--- config.mk ---
export PLATFORM = sky130hd
export DESIGN_NAME = ft_cmd_ctrl
export DESIGN_NICKNAME = d
export VERILOG_FILES = /design/src/rtl/ft_cmd_pkg.sv /design/src/rtl/ft_cmd_reg_mux.sv /design/src/rtl/ft_cmd_ctrl.sv
export SDC_FILE = /design/constraint.sdc
export NUM_CORES = 1
export LEC_CHECK = 0
export ABC_AREA = 1
export BUFFER_PORTS_ARGS = -buffer_cell sky130_fd_sc_hd__buf_2
export CORE_MARGIN = 5
export CORE_UTILIZATION = 56
export CTS_CLUSTER_DIAMETER = 40
export DETAILED_ROUTE_END_ITERATION = 7
export GPL_ROUTABILITY_DRIVEN = 1
export MAX_ROUTING_LAYER = met4
export PLACE_DENSITY_LB_ADDON = 0.3
export SETUP_SLACK_MARGIN = 0.15
export SYNTH_ARGS = -nofsm -noshare
export SYNTH_HDL_FRONTEND = slang
export SYNTH_SLANG_ARGS = --single-unit
export TNS_END_PERCENT = 30
--- constraint.sdc ---
create_clock -name clk_128M -period 2.8 [get_ports clk_128M]
set_clock_uncertainty 0.2 [all_clocks]
set_input_delay 0.14 -clock clk_128M [delete_from_list [all_inputs] [get_ports clk_128M]]
set_output_delay 0.14 -clock clk_128M [all_outputs]
set_load 0.01 [all_outputs]
--- src/rtl/ft_cmd_pkg.sv ---
// Shared constants and types for the FT command controller.
// Opcodes, response words, register addresses and FSM state encoding.
package ft_cmd_pkg;

  localparam logic [7:0] OpReadReg = 8'h01;
  localparam logic [7:0] OpClrCnt  = 8'h02;
  localparam logic [7:0] OpEcho    = 8'h03;

  localparam logic [7:0]  RspHdr     = 8'hA5;
  localparam logic [7:0]  RspEcho    = 8'hEC;
  localparam logic [15:0] RspClrAck  = 16'h5A02;
  localparam logic [15:0] RspBadOp   = 16'hEE00;
  localparam logic [15:0] RspBadAddr = 16'hEE01;

  localparam logic [1:0] RegTotal    = 2'd0;
  localparam logic [1:0] RegMismatch = 2'd1;
  localparam logic [1:0] RegStatus   = 2'd2;
  localparam logic [1:0] RegBuildId  = 2'd3;

  typedef enum logic [2:0] {
    StIdle,
    StDecode,
    StSendHdr,
    StSendHi,
    StSendLo,
    StSendOne
  } state_e;

  function automatic logic addr_valid(input logic [7:0] arg);
    return arg[7:2] == 6'd0;
  endfunction

endpackage

--- src/rtl/ft_cmd_reg_mux.sv ---
// Register select and snapshot for READ_REG; the shadow copy keeps the
// response stable while live telemetry keeps moving.
module ft_cmd_reg_mux
  import ft_cmd_pkg::*;
#(
  parameter logic [31:0] BUILD_ID = 32'h5052_4F54
) (
  input  logic        clk_128M,
  input  logic        rst_128M,
  input  logic        snap_en,
  input  logic [1:0]  addr,
  input  logic [31:0] total_packets,
  input  logic [31:0] mismatch_packets,
  input  logic        okay_led,
  input  logic        link_count_okay,
  output logic [31:0] shadow
);

  logic [31:0] sel;
  logic [31:0] shadow_d, shadow_q;

  always_comb begin
    sel = 32'h0;
    case (addr)
      RegTotal:    sel = total_packets;
      RegMismatch: sel = mismatch_packets;
      RegStatus:   sel = {30'b0, link_count_okay, okay_led};
      RegBuildId:  sel = BUILD_ID;
      default:     sel = 32'h0;
    endcase
    shadow_d = snap_en ? sel : shadow_q;
  end

  always_ff @(posedge clk_128M) begin
    if (rst_128M) begin
      shadow_q <= 32'h0;
    end else begin
      shadow_q <= shadow_d;
    end
  end

  assign shadow = shadow_q;

endmodule

--- src/rtl/ft_cmd_ctrl.sv ---
// Command decoder/responder between the FT receive and transmit FIFOs.
// Define FT_CMD_ECHO_EN to enable the ECHO opcode; otherwise it is unknown.
module ft_cmd_ctrl
  import ft_cmd_pkg::*;
#(
  parameter logic [31:0] BUILD_ID = 32'h5052_4F54
) (
  input  logic        clk_128M,
  input  logic        rst_128M,
  input  logic [15:0] ui_dout,
  input  logic        ui_dout_empty,
  output logic        ui_dout_get,
  output logic [15:0] ui_din,
  output logic [1:0]  ui_din_be,
  output logic        ui_din_valid,
  input  logic        ui_din_full,
  input  logic [31:0] total_packets,
  input  logic [31:0] mismatch_packets,
  input  logic        okay_led,
  input  logic        link_count_okay,
  output logic        reset_counters,
  output logic        busy
);

  state_e      state_d, state_q;
  logic [15:0] cmd_d, cmd_q;
  logic [15:0] din_d, din_q;
  logic        valid_d, valid_q;
  logic        rst_cnt_d, rst_cnt_q;
  logic        snap_en, pop, accept;
  logic [7:0]  arg;
  logic [31:0] shadow;

  assign arg    = cmd_q[7:0];
  assign accept = valid_q && !ui_din_full;

  ft_cmd_reg_mux #(
    .BUILD_ID(BUILD_ID)
  ) u_reg_mux (
    .clk_128M        (clk_128M),
    .rst_128M        (rst_128M),
    .snap_en         (snap_en),
    .addr            (cmd_q[1:0]),
    .total_packets   (total_packets),
    .mismatch_packets(mismatch_packets),
    .okay_led        (okay_led),
    .link_count_okay (link_count_okay),
    .shadow          (shadow)
  );

  always_comb begin
    state_d   = state_q;
    cmd_d     = cmd_q;
    din_d     = din_q;
    valid_d   = valid_q;
    rst_cnt_d = 1'b0;
    snap_en   = 1'b0;
    pop       = 1'b0;
    case (state_q)
      StIdle: begin
        if (!ui_dout_empty) begin
          pop       = 1'b1;
          cmd_d     = ui_dout;
          // Registered so the pulse lines up exactly with the DECODE cycle.
          rst_cnt_d = (ui_dout[15:8] == OpClrCnt);
          state_d   = StDecode;
        end
      end
      StDecode: begin
        valid_d = 1'b1;
        state_d = StSendOne;
        case (cmd_q[15:8])
          OpReadReg: begin
            if (addr_valid(arg)) begin
              snap_en = 1'b1;
              din_d   = {RspHdr, arg};
              state_d = StSendHdr;
            end else begin
              din_d = RspBadAddr;
            end
          end
          OpClrCnt: din_d = RspClrAck;
`ifdef FT_CMD_ECHO_EN
          OpEcho:   din_d = {RspEcho, arg};
`endif
          default:  din_d = RspBadOp;
        endcase
      end
      StSendHdr: begin
        if (accept) begin
          din_d   = shadow[31:16];
          state_d = StSendHi;
        end
      end
      StSendHi: begin
        if (accept) begin
          din_d   = shadow[15:0];
          state_d = StSendLo;
        end
      end
      StSendLo, StSendOne: begin
        if (accept) begin
          din_d   = 16'h0;
          valid_d = 1'b0;
          state_d = StIdle;
        end
      end
      default: begin
        valid_d = 1'b0;
        state_d = StIdle;
      end
    endcase
  end

  always_ff @(posedge clk_128M) begin
    if (rst_128M) begin
      state_q   <= StIdle;
      cmd_q     <= 16'h0;
      din_q     <= 16'h0;
      valid_q   <= 1'b0;
      rst_cnt_q <= 1'b0;
    end else begin
      state_q   <= state_d;
      cmd_q     <= cmd_d;
      din_q     <= din_d;
      valid_q   <= valid_d;
      rst_cnt_q <= rst_cnt_d;
    end
  end

  // Gated by reset so an in-flight beat or pop is dropped in the reset cycle itself.
  assign ui_dout_get    = pop && !rst_128M;
  assign ui_din_valid   = valid_q && !rst_128M;
  assign ui_din         = rst_128M ? 16'h0 : din_q;
  assign ui_din_be      = 2'b11;
  assign reset_counters = rst_cnt_q && !rst_128M;
  assign busy           = (state_q != StIdle) && !rst_128M;

endmodule

# Word-level counts from Yosys, hierarchy flattened
# Cells that the tools add are included.
[totals]
in_bits = 86
reg_bits = 69
elab_cells = 65
out_inout_bits = 22
[classes]
n_mux = 22
reduce_logical = 19
bitwise = 3
n_eq_ne = 15
[ops]
columns = ["operator", "n"]
rows = [
  ["$pmux W32 S4", 1],
  ["$mux W16", 4],
  ["$pmux W16 S4", 1],
  ["$pmux W16 S2", 1],
  ["$mux W3", 6],
  ["$eq A8 B2 Y1 const B", 2],
  ["$mux W15", 1],
  ["$pmux W3 S5", 1],
  ["$eq A8 B1 Y1 const B", 1],
  ["$ne A2 B2 Y1 const B", 4],
  ["$reduce_and A4 Y1", 2],
  ["$eq A3 B2 Y1 const B", 2],
  ["$eq A3 B3 Y1 const B", 2],
  ["$logic_not A6 Y1", 1],
  ["$mux W1", 6],
  ["$reduce_or A3 Y1", 2],
  ["$logic_and A1 B1 Y1", 5],
  ["$eq A2 B2 Y1 const B", 2],
  ["$reduce_and A2 Y1", 2],
  ["$reduce_bool A4 Y1", 1],
  ["$eq A3 B1 Y1 const B", 1],
  ["$logic_not A3 Y1", 1],
  ["$not A1 Y1", 3],
  ["$pmux W1 S3", 1],
  ["5 further kinds", 6],
]

# Longest topological paths before layout
# Gate-level depths: netlist of the first run.
[logic_depth]
word_depth = 4
ltp_mapped = 10
depth_no_buf = 10

# By module
# From an unflattened synthesis of the first run, not the netlist that was laid out.
[unflattened]
hier_cells = 585
hier_area_um2 = 3727.3
[modules_own_cells]
columns = ["module", "cells_per_inst", "seq_area_each_um2", "area_each_um2", "n_inst"]
rows = [
  ["ft_cmd_ctrl", 304, 740.7, 1956.9, 1],
  ["ft_cmd_reg_mux", 281, 640.6, 1770.4, 1],
]

# Worst setup path after synthesis of the first run
# Ideal clock, no wire load.
[synth_timing]
path_type = "register to register"
start = "reg state_q[0]"
end = "reg u_reg_mux.shadow_q[15] (netlist: u_reg_mux.shadow[15])"
path_buffers = 2
arrival_ps = 1240
path_stages_with_launch = 8
period_less_slack_ps = 1555
setup_ps = 115
required_ps = 2485
slack_ps = 1245
path_cell_list = "dfxtp_1 nand3_2 inv_2 nand3_4 buf_6 buf_6 o21ai_2 a21oi_2"
[synth_via]
elab_chain_len = 2
[synth_rtl]
columns = ["element", "line_no", "text"]
rows = [
  ["start: declaration", "ft_cmd_ctrl.sv:25", "state_e state_d, state_q;"],
  ["start signal: assignment", "ft_cmd_ctrl.sv:117", "state_q <= StIdle;"],
  ["start signal: assignment", "ft_cmd_ctrl.sv:123", "state_q <= state_d;"],
  ["$eq A3 B1 Y1", "ft_cmd_ctrl.sv:59", "case (state_q)"],
  ["$mux W1", "ft_cmd_ctrl.sv:59", ""],
  ["end signal: assignment", "ft_cmd_reg_mux.sv:38", "shadow_q <= shadow_d;"],
  ["end: declaration", "ft_cmd_reg_mux.sv:20", "logic [31:0] shadow_d, shadow_q;"],
]
# Every way passes these cells.
# A chain may end at the register's enable or synchronous reset.

# Final worst setup path of the first run
[layout_timing]
start = "reg state_q[1]"
end = "reg cmd_q[12]"
[layout_via]
elab_chain_len = 2
[layout_rtl]
columns = ["element", "line_no", "text"]
rows = [
  ["$logic_not A3 Y1", "ft_cmd_ctrl.sv:59", ""],
  ["$reduce_and A2 Y1 (no line)", "-", ""],
  ["end signal: assignment", "ft_cmd_ctrl.sv:124", "cmd_q <= cmd_d;"],
  ["end: declaration", "ft_cmd_ctrl.sv:26", "logic [15:0] cmd_d, cmd_q;"],
]
# Every way passes these cells.

==> results of run 1 <==
-- critical path: cells and delay by family, from the launching register on --
kind                   cells  cell delay [ns]
DFF                        1             0.60
and+or+nand+nor            3             0.45
AOI/OAI and AO/OA          1             0.14
buffers and inverters      3             0.94
-- flip-flops by register name, indices dropped and copies added, names as in the netlist --
name,cells
valid_q,1
cmd_q,16
rst_cnt_q,1
state_q,3
u_reg_mux.shadow,32
din_q,16
-- worst paths after layout --
check / startpoint / end / cells after the start
setup / recovery: state_q[1] / cmd_q[12] / 7
setup reg to reg: state_q[1] / cmd_q[12] / 7
hold reg to reg: u_reg_mux.shadow[26] / u_reg_mux.shadow[26] / 2
hold / removal: total_packets[7] / u_reg_mux.shadow[7] / 5
-- cells in the final DEF (no fill, tap or decap), drive strengths merged, types with 3 or more instances in the layout --
| master | instances |
|---|---|
| bufinv | 5 |
| inv | 55 |
| a21oi | 39 |
| nand3b | 3 |
| buf | 110 |
| o21ai | 67 |
| dfxtp | 69 |
| nor3 | 5 |
| nor2 | 56 |
| o22ai | 6 |
| nand2 | 133 |
| nand3 | 73 |
| dlygate4sd3 | 39 |
| clkbuf | 10 |
-- through the flow --
stage               cell area, um2  std cells  worst slack, ns
global route                  4740        753            0.272
detailed placement            4050        698            0.593
CTS                           4720        752            0.189
floorplan                     3600        547             1.24
finish                        4740        753            0.418
global placement              4050        698            0.735
-- synth_stat cells (5+ instances only) --
cell type / n / share of area, %
dfxtp_1: 69 / 38
o21ai_1: 9 / 1.3
clkbuf_1: 17 / 1.8
a21oi_1: 36 / 5.0
nand3_1: 69 / 9.6
buf_2: 7 / 0.97
nand2_1: 129 / 13
buf_6: 7 / 2.2
nor2_1: 54 / 5.6
nor3_1: 5 / 0.70
inv_1: 50 / 5.2
o22ai_1: 6 / 1.0
o21ai_0: 57 / 7.9
-- cell families after synthesis --
kind of cell / Yosys count / synth area share, %
AO/OA/AOI/OAI: 112 / 16.4
buffers and inverters: 92 / 11.7
AND/OR/NAND/NOR: 272 / 33.4
other: 1 / 0.104
flip-flops: 69 / 38.4
-- final cells by class --
cell class	instances	area (um2)
fill	496	1580
inverter	56	213
clock inverter	6	159
multi-input combinational	386	1810
clock buffer	10	128
sequential	69	1380
timing repair buffer	149	953
tap	77	96.3
-- repair_timing --
item	CTS	global route
hold endpoints to repair	32	1
gates resized for setup	0	2
endpoints found under the setup margin	0	3
hold buffers	38	1
-- layer usage --
metal / up-vias / track usage (%)
met2: 128 / 43.0
met1: 1787 / 30.7
met4: 0 / 7.32
met3: 14 / 4.92
li1: 2019 / -
met5: - / -
-- where the power goes --
group / switching [mW] / internal, mW
clock: 0.382 / 0.774
combinational: 0.775 / 0.416
sequential: 0.0872 / 1.13
total: 1.24 / 2.32
==> impl_metrics.env, run 1 <==
export IMPL_status="completed"
export IMPL_syn_to_final_growth_pct=31.7
export IMPL_boundaryPins=108
export IMPL_path_max_fanout=22
export IMPL_crit_type="reg -> reg"
export IMPL_grt_pass1_vias=3669
export IMPL_clk_pin_slew_ns=0.08
export IMPL_ys_async_sr_fraction_pct=0
export IMPL_routed_top_layer="met4"
export IMPL_leakage_nw=2.22
export IMPL_syn_area_per_cell_um2=6.59
export IMPL_ys_warn_count=0
export IMPL_post_cts_setup_buffers=0
export IMPL_drt_iter0_drc=221
export IMPL_setup_viol_count_final=0
export IMPL_drc=0
export IMPL_core_um2=6310
export IMPL_max_freq_ghz=0.420
export IMPL_tritoncts="done"
export IMPL_antenna_found_initial=0
export IMPL_grt_pass1_wl_mm=16.8
export IMPL_drv_cap=0
export IMPL_critPathMaxStageDelay_ns=0.60
export IMPL_grt_use_total_pct=25.4
export IMPL_arrival_ns=2.46
export IMPL_dp_hpwl_mm=6.73
export IMPL_cts_made_buffers=9
export IMPL_synthFlopType="dfxtp_1"
export IMPL_slowest_stage="dfxtp_1"
export IMPL_drt_wirelength_per_cell_um=13.5
export IMPL_wl_mm=10.2
export IMPL_power_mw=3.56
export IMPL_synthCells=546
export IMPL_drv_slew=0
export IMPL_irDropWorstVdd_v=0.000661
export IMPL_worstPathRequired_ns=2.88
export IMPL_cp_end_kind="flip-flop"
export IMPL_die_h_um=90.2
export IMPL_cts_root_buf="clkbuf_8"
export IMPL_ys_ff_latch=69
export IMPL_start_util_pct=57.0
export IMPL_layout_drive_gt1_share_pct=21.4
export IMPL_htreeDepth=3
export IMPL_routed_via_density=5.24
export IMPL_grt_max_degree=54
export IMPL_path_cells="inv_1, nand2_1, inv_1, nand2_4, nand2_1, a21oi_1, dlygate4sd3_1"
export IMPL_met1Wirelength_mm=4.34
export IMPL_syn_area_um2=3600
export IMPL_final_nets=757
export IMPL_cts_sinks=69
export IMPL_power_density_nw_per_um2=752
export IMPL_rows=29
export IMPL_fin_tns_setup_ns=0
export IMPL_min_period_over_period_pct=85.1
export IMPL_die_x_um=90.2
export IMPL_hold_class="in -> reg"
export IMPL_reg2reg_slack_ns=0.42
export IMPL_rsz0062_at_grt="false"
export IMPL_wl_met2_mm=5.12
export IMPL_clock_latency_ns=0.34
export IMPL_clockBufferDepth=2
export IMPL_dieArea_um2=8130
export IMPL_whs_ns=0.00685
export IMPL_io_buffers=105
export IMPL_synth_distinct_cells=28
export IMPL_synth_seq_area_share_pct=38.4
export IMPL_synth_edf_count=0
export IMPL_insertedDiodeCount=0
export IMPL_hold_viol=0
export IMPL_cp_start_kind="flip-flop"
export IMPL_ant_nets=0
export IMPL_slew_headroom_pct=55.0
export IMPL_grt_overflow=0
export IMPL_utilization_pct=75.0
export IMPL_met3WireLength_um=552
export IMPL_num_vias=3948
export IMPL_gp_congestion=0.857
export IMPL_first_pass_iters=8
export IMPL_final_min_clock_period_ns=2.38
export IMPL_tightest_slew_ns=0.671
Power figures use the tool's default switching activity.
==> run 2, diff against run 1 <==
Settings changed: HOLD_SLACK_MARGIN set to 0.12, RECOVER_POWER set to 25.
==> run 2 against run 1 <==
Compared with the run above:
- worst setup slack worse by 0.17 ns
- combinational power rose by 31%
- critical path depth unchanged
- sequential power about the same
- cell area rose by 12%
- total power up 11%
- non-clock buffer count rose by 61
- worst hold slack better by 0.15 ns
- clock power hardly changed
- flip-flop and latch count unchanged
- routed wire length increased by 23%
- highest routed layer unchanged
==> impl_metrics.env, run 2 (same netlist as run 1, synthesis figures left out) <==
export IMPL_hold_viol=0
export IMPL_grt_overflow=0
export IMPL_start_util_pct=57.0
export IMPL_path_common_cell="dlygate4sd3_1"
export IMPL_fin_tns_setup_ns=0
export IMPL_syn_to_final_growth_pct=48.1
export IMPL_path_max_fanout=12
export IMPL_slew_headroom_pct=62.9
export IMPL_ant_nets=0
export IMPL_min_period_over_period_pct=91.0
export IMPL_arrival_ns=2.58
export IMPL_cp_end_kind="flip-flop"
export IMPL_crit_buf_inv=4
export IMPL_status="completed"
export IMPL_grt_use_total_pct=30.9
export IMPL_setup_viol_count_final=0
export IMPL_crit_type="reg -> reg"
export IMPL_tightest_slew_ns=0.556
export IMPL_boundaryPins=108
export IMPL_largest_register_ffs=32
export IMPL_fin_ws_ns=0.252
export IMPL_wl_mm=12.5
export IMPL_min_to="u_reg_mux.shadow[22]"
export IMPL_final_nets=818
export IMPL_drc=0
export IMPL_grt_pass1_wl_mm=20.3
export IMPL_stdcell_count=814
export IMPL_num_vias=4384
export IMPL_reg2reg_slack_ns=0.25
export IMPL_final_min_clock_period_ns=2.55
export IMPL_r2r_cells=7
export IMPL_drt_wirelength_per_cell_um=15.4
export IMPL_rows=29
export IMPL_dp_cells=698
export IMPL_layout_common_cells="nand2_1, buf_2, dlygate4sd3_1, nand3_1, dfxtp_1"
export IMPL_max_freq_ghz=0.392
export IMPL_clock_latency_ns=0.35
export IMPL_die_h_um=90.2
export IMPL_insertedDiodeCount=0
export IMPL_core_um2=6310
export IMPL_whs_ns=0.153
export IMPL_leakage_nw=2.45
export IMPL_routed_via_density=5.39
export IMPL_die_x_um=90.2
export IMPL_power_density_nw_per_um2=738
export IMPL_power_mw=3.94
export IMPL_place_ws_ns=0.593
export IMPL_hold_path_depth=7
export IMPL_grt_max_degree=54
export IMPL_r2r_end="cmd_q[12]"
export IMPL_utilization_pct=84.4
export IMPL_cts_root_buf="clkbuf_8"
export IMPL_clk_pin_slew_ns=0.07
export IMPL_crit_family="buffers and inverters"
export IMPL_cp_start_kind="flip-flop"
export IMPL_clockBufferDepth=2
export IMPL_layout_drive_gt1_share_pct=20.1
export IMPL_grt_pass1_vias=4300
export IMPL_stdcell_area_um2=5330
export IMPL_hp_start="total_packets[22]"
export IMPL_hold_class="in -> reg"
export IMPL_placed_cell_area_um2=4050
export IMPL_first_pass_iters=5
export IMPL_rsz0062_at_grt="false"
export IMPL_worstPathRequired_ns=2.83
export IMPL_htreeDepth=3
export IMPL_dieArea_um2=8130
export IMPL_drt_iter0_drc=292
export IMPL_drv_slew=0
export IMPL_tritoncts="done"
export IMPL_io_buffers=105
export IMPL_antenna_found_initial=0
export IMPL_path_cells="inv_1, nand2_1, clkinvlp_4, nand3_1, dlygate4sd3_1, a21oi_1, dlygate4sd3_1"
export IMPL_irDropWorstVdd_v=0.000665
export IMPL_layout_commonest_cell="nand2_1"
export IMPL_slowest_stage="dlygate4sd3_1"
export IMPL_dp_hpwl_mm=6.73
export IMPL_r2r_start="state_q[1]"
export IMPL_drv_cap=0
export IMPL_gp_congestion=0.857
export IMPL_critPathMaxStageDelay_ns=0.58
export IMPL_cts_sinks=69
export IMPL_cts_made_buffers=9
run 2: cell types whose count changed in the layout (fill, tap and decap cells not counted):
| cell | before | now |
|---|---|---|
| buf_2 | 105 | 102 |
| buf_4 | 5 | 9 |
| clkbuf_1 | 1 | 5 |
| clkinv_1 | 1 | 0 |
| clkinvlp_4 | 0 | 2 |
| dfxtp_1 | 69 | 68 |
| dfxtp_2 | 0 | 1 |
| dlygate4sd3_1 | 39 | 95 |
| inv_1 | 50 | 49 |
| nand2_1 | 128 | 129 |
| nand2_4 | 1 | 0 |
run 2: timing repair:
item | 4_1_cts | 5_1_grt
endpoints found under the setup margin | 0 | 16
setup buffers | 0 | 5
hold buffers | 95 | 0
hold endpoints to repair | 54 | 0
resized for setup | 0 | 4
run 2: area by class of cell:
type	instances	area [um2]
multi-input combinational	386	1800
timing repair buffer	210	1540
sequential	69	1380
fill	380	983
inverter	56	220
clock inverter	6	159
clock buffer	10	128
tap	77	96.3
run 2: where the power goes:
part,switching (mW),total (mW),internal (mW)
logic,0.866,1.56,0.690
clock network,0.387,1.16,0.774
registers,0.0910,1.22,1.13
run 2: worst register-to-register path, cell delays in order (launching register included):
cell and delay [ns]:
dfxtp_2 0.47, inv_1 0.14, nand2_1 0.14, clkinvlp_4 0.16, nand3_1 0.09, dlygate4sd3_1 0.57, a21oi_1 0.09, dlygate4sd3_1 0.58
run 2: layer usage:
layer / share of wire, % / vias to the layer above / global-route usage (%)
li1: - / 2130 / -
met1: 39 / 2016 / 35.0
met2: 53 / 205 / 55.1
met3: 5.8 / 33 / 5.68
met4: 2.4 / 0 / 9.18
met5: 0 / - / -
run 2: worst max-delay path by stage:
| stage | cells after the start | end | from |
|---|---|---|---|
| after floorplan | 7 | u_reg_mux.shadow[15] | state_q[0] |
| after global placement | 6 | cmd_q[0] | state_q[2] |
| after detailed placement | 6 | cmd_q[2] | state_q[2] |
| after CTS | 7 | cmd_q[12] | state_q[2] |
| after global routing | 7 | cmd_q[15] | state_q[1] |
| final | 7 | cmd_q[12] | state_q[1] |
==> run 3, diff against run 2 <==
--- a/config.mk
+++ b/config.mk
@@ -9,5 +9,5 @@
 export BUFFER_PORTS_ARGS = -buffer_cell sky130_fd_sc_hd__buf_2
 export CORE_MARGIN = 5
-export CORE_UTILIZATION = 56
+export CORE_UTILIZATION = 38
 export CTS_CLUSTER_DIAMETER = 40
 export DETAILED_ROUTE_END_ITERATION = 7
==> constraint.sdc (replaced) <==
create_clock -name clk_128M -period 2.8 [get_ports clk_128M]
set_clock_uncertainty 0.2 [all_clocks]
set_input_delay 0.56 -clock clk_128M [delete_from_list [all_inputs] [get_ports clk_128M]]
set_output_delay 0.56 -clock clk_128M [all_outputs]
set_load 0.01 [all_outputs]
==> run 3 against run 2 <==
Compared with the run above:
- sequential share of layout area grew 6.2 points
- maximum frequency is 5.3% higher
- first-iteration DRC count shrank 41%
- highest routed layer unchanged
- clock power fell by 38%
- cell count down 5.7%
- largest power group is now registers
- cell area decreased by 19%
- sequential power hardly changed
- count of clock-buffer cells in the layout grew 5
- critical path type is now reg -> out
- die area rose by 42%
- via count fell by 16%
- flip-flop and latch count unchanged
- worst setup slack improved by 0.13 ns
==> impl_metrics.env, run 3 (same netlist as run 1, synthesis figures left out) <==
export IMPL_cp_end_kind="output pin"
export IMPL_switching_power_mw=1.18
export IMPL_min_period_over_period_pct=86.4
export IMPL_io_buffers=105
export IMPL_die_h_um=107
export IMPL_crit_type="reg -> out"
export IMPL_path_max_fanout=13
export IMPL_ant_nets=0
export IMPL_irDropWorstVdd_v=0.000276
export IMPL_htreeDepth=3
export IMPL_hold_class="reg -> reg"
export IMPL_p_sw_share_pct=38.8
export IMPL_boundaryPins=108
export IMPL_pwr_share_clk_pct=23.5
export IMPL_layout_drive_gt1_share_pct=22.2
export IMPL_tritoncts="done"
export IMPL_drt_wirelength_per_cell_um=12.4
export IMPL_die_x_um=107
export IMPL_core_um2=9240
export IMPL_first_pass_iters=4
export IMPL_fin_tns_setup_ns=0
export IMPL_comb_power_share_pct=36.9
export IMPL_layout_commonest_cell="nand2_1"
export IMPL_grt_use_total_pct=17.3
export IMPL_grt_pass1_wl_mm=15.8
export IMPL_dp_hpwl_mm=7.30
export IMPL_grt_max_degree=44
export IMPL_syn_to_final_growth_pct=19.3
export IMPL_arrival_ns=1.66
export IMPL_gp_congestion=0.897
export IMPL_hold_viol=0
export IMPL_status="completed"
export IMPL_max_freq_ghz=0.413
export IMPL_drc=0
export IMPL_final_min_clock_period_ns=2.42
export IMPL_final_nets=720
export IMPL_cts_sinks=69
export IMPL_post_cts_setup_buffers=0
export IMPL_power_mw=3.05
export IMPL_clock_latency_ns=0.33
export IMPL_dieArea_um2=11500
export IMPL_antenna_found_initial=0
export IMPL_grt_pass1_vias=3375
export IMPL_power_density_nw_per_um2=710
export IMPL_drt_iter0_drc=173
export IMPL_start_util_pct=38.9
export IMPL_rows=35
export IMPL_tightest_slew_ns=0.872
export IMPL_whs_ns=0.251
export IMPL_drv_slew=0
export IMPL_leakage_nw=2.00
export IMPL_largest_register_ffs=32
export IMPL_cts_made_buffers=9
export IMPL_num_vias=3673
export IMPL_pwr_share_seq_pct=39.6
export IMPL_wl_mm=9.50
export IMPL_grt_overflow=0
export IMPL_insertedDiodeCount=0
export IMPL_setup_viol_count_final=0
export IMPL_routed_via_density=4.78
export IMPL_drv_cap=0
export IMPL_rsz0062_at_grt="false"
export IMPL_clk_pin_slew_ns=0.07
export IMPL_worstPathRequired_ns=2.04
export IMPL_slew_headroom_pct=41.9
export IMPL_layout_common_cells="nand2_1, buf_2, nand3_1, dfxtp_1, o21ai_0"
export IMPL_clockBufferDepth=2
export IMPL_cp_start_kind="flip-flop"
export IMPL_cellInternalPower_mw=1.87
export IMPL_cts_root_buf="clkbuf_8"
==> run 3: changes by cell type in the layout (fill, tap and decap cells not counted), moves of 2 or more <==
cell,before,now
buf_2,102,104
clkinvlp_4,2,0
clkbuf_8,9,11
bufinv_16,5,0
dlygate4sd3_1,95,0
buf_4,9,5
clkbuf_2,0,2
==> run 3: layer usage <==
layer | routed length (um) | track usage [%]
met1 | 4600 | 23.6
met2 | 4190 | 26.1
met3 | 538 | 3.06
met4 | 172 | 5.39
met5 | 0 | -
==> run 3: path summary, 6_finish.rpt <==
check                           slack [ns]  cells after the start              endpoint            startpoint
worst max-delay path                  0.38                      6           ui_dout_get            state_q[1]
worst min-delay path                  0.25                      2  u_reg_mux.shadow[18]  u_reg_mux.shadow[18]
worst max register to register        0.42                      7              cmd_q[8]            state_q[1]
worst min register to register        0.25                      2  u_reg_mux.shadow[18]  u_reg_mux.shadow[18]
==> run 3: timing repair <==
item | in CTS | in global routing
endpoints found under the setup margin | 0 | 1
gates resized for setup | 0 | 1
hold buffers | 0 | 0
hold endpoints to repair | 0 | 0
==> run 3: per-stage QoR <==
step | std cells | worst slack, ns | instance area (um2) | util [%]
detailed placement | 752 | 0.521 | 4130 | 44.7
global route | 768 | 0.146 | 4290 | 46.4
CTS | 768 | 0.300 | 4310 | 46.6
floorplan | 547 | 0.815 | 3600 | -
finish | 768 | 0.380 | 4290 | 46.4
global placement | 752 | 0.587 | 4130 | 44.7
==> run 3: area by class of cell <==
cell class / instances / area [um2]
tap: 129 / 161
clock inverter: 1 / 5.00
timing repair buffer: 112 / 572
sequential: 69 / 1380
inverter: 56 / 213
multi-input combinational: 386 / 1790
clock buffer: 15 / 166
fill: 1020 / 4950
==> run 3: power by group through the flow <==
stage / Clock [mW] / Combinational (mW) / Sequential, mW
finish: 0.715 / 1.13 / 1.21
global placement: 0 / 1.11 / 1.23
global route: 0.786 / 1.30 / 1.22
floorplan: 0 / 0.883 / 1.21
detailed placement: 0 / 1.14 / 1.23
CTS: 0.735 / 1.14 / 1.21
==> run 3: critical path, stage by stage, from the launching register on <==
cell	delay (ns)
dfxtp_1	0.62
inv_1	0.18
nand2_1	0.13
inv_2	0.10
nand2_1	0.09
nor2_1	0.04
buf_2	0.17
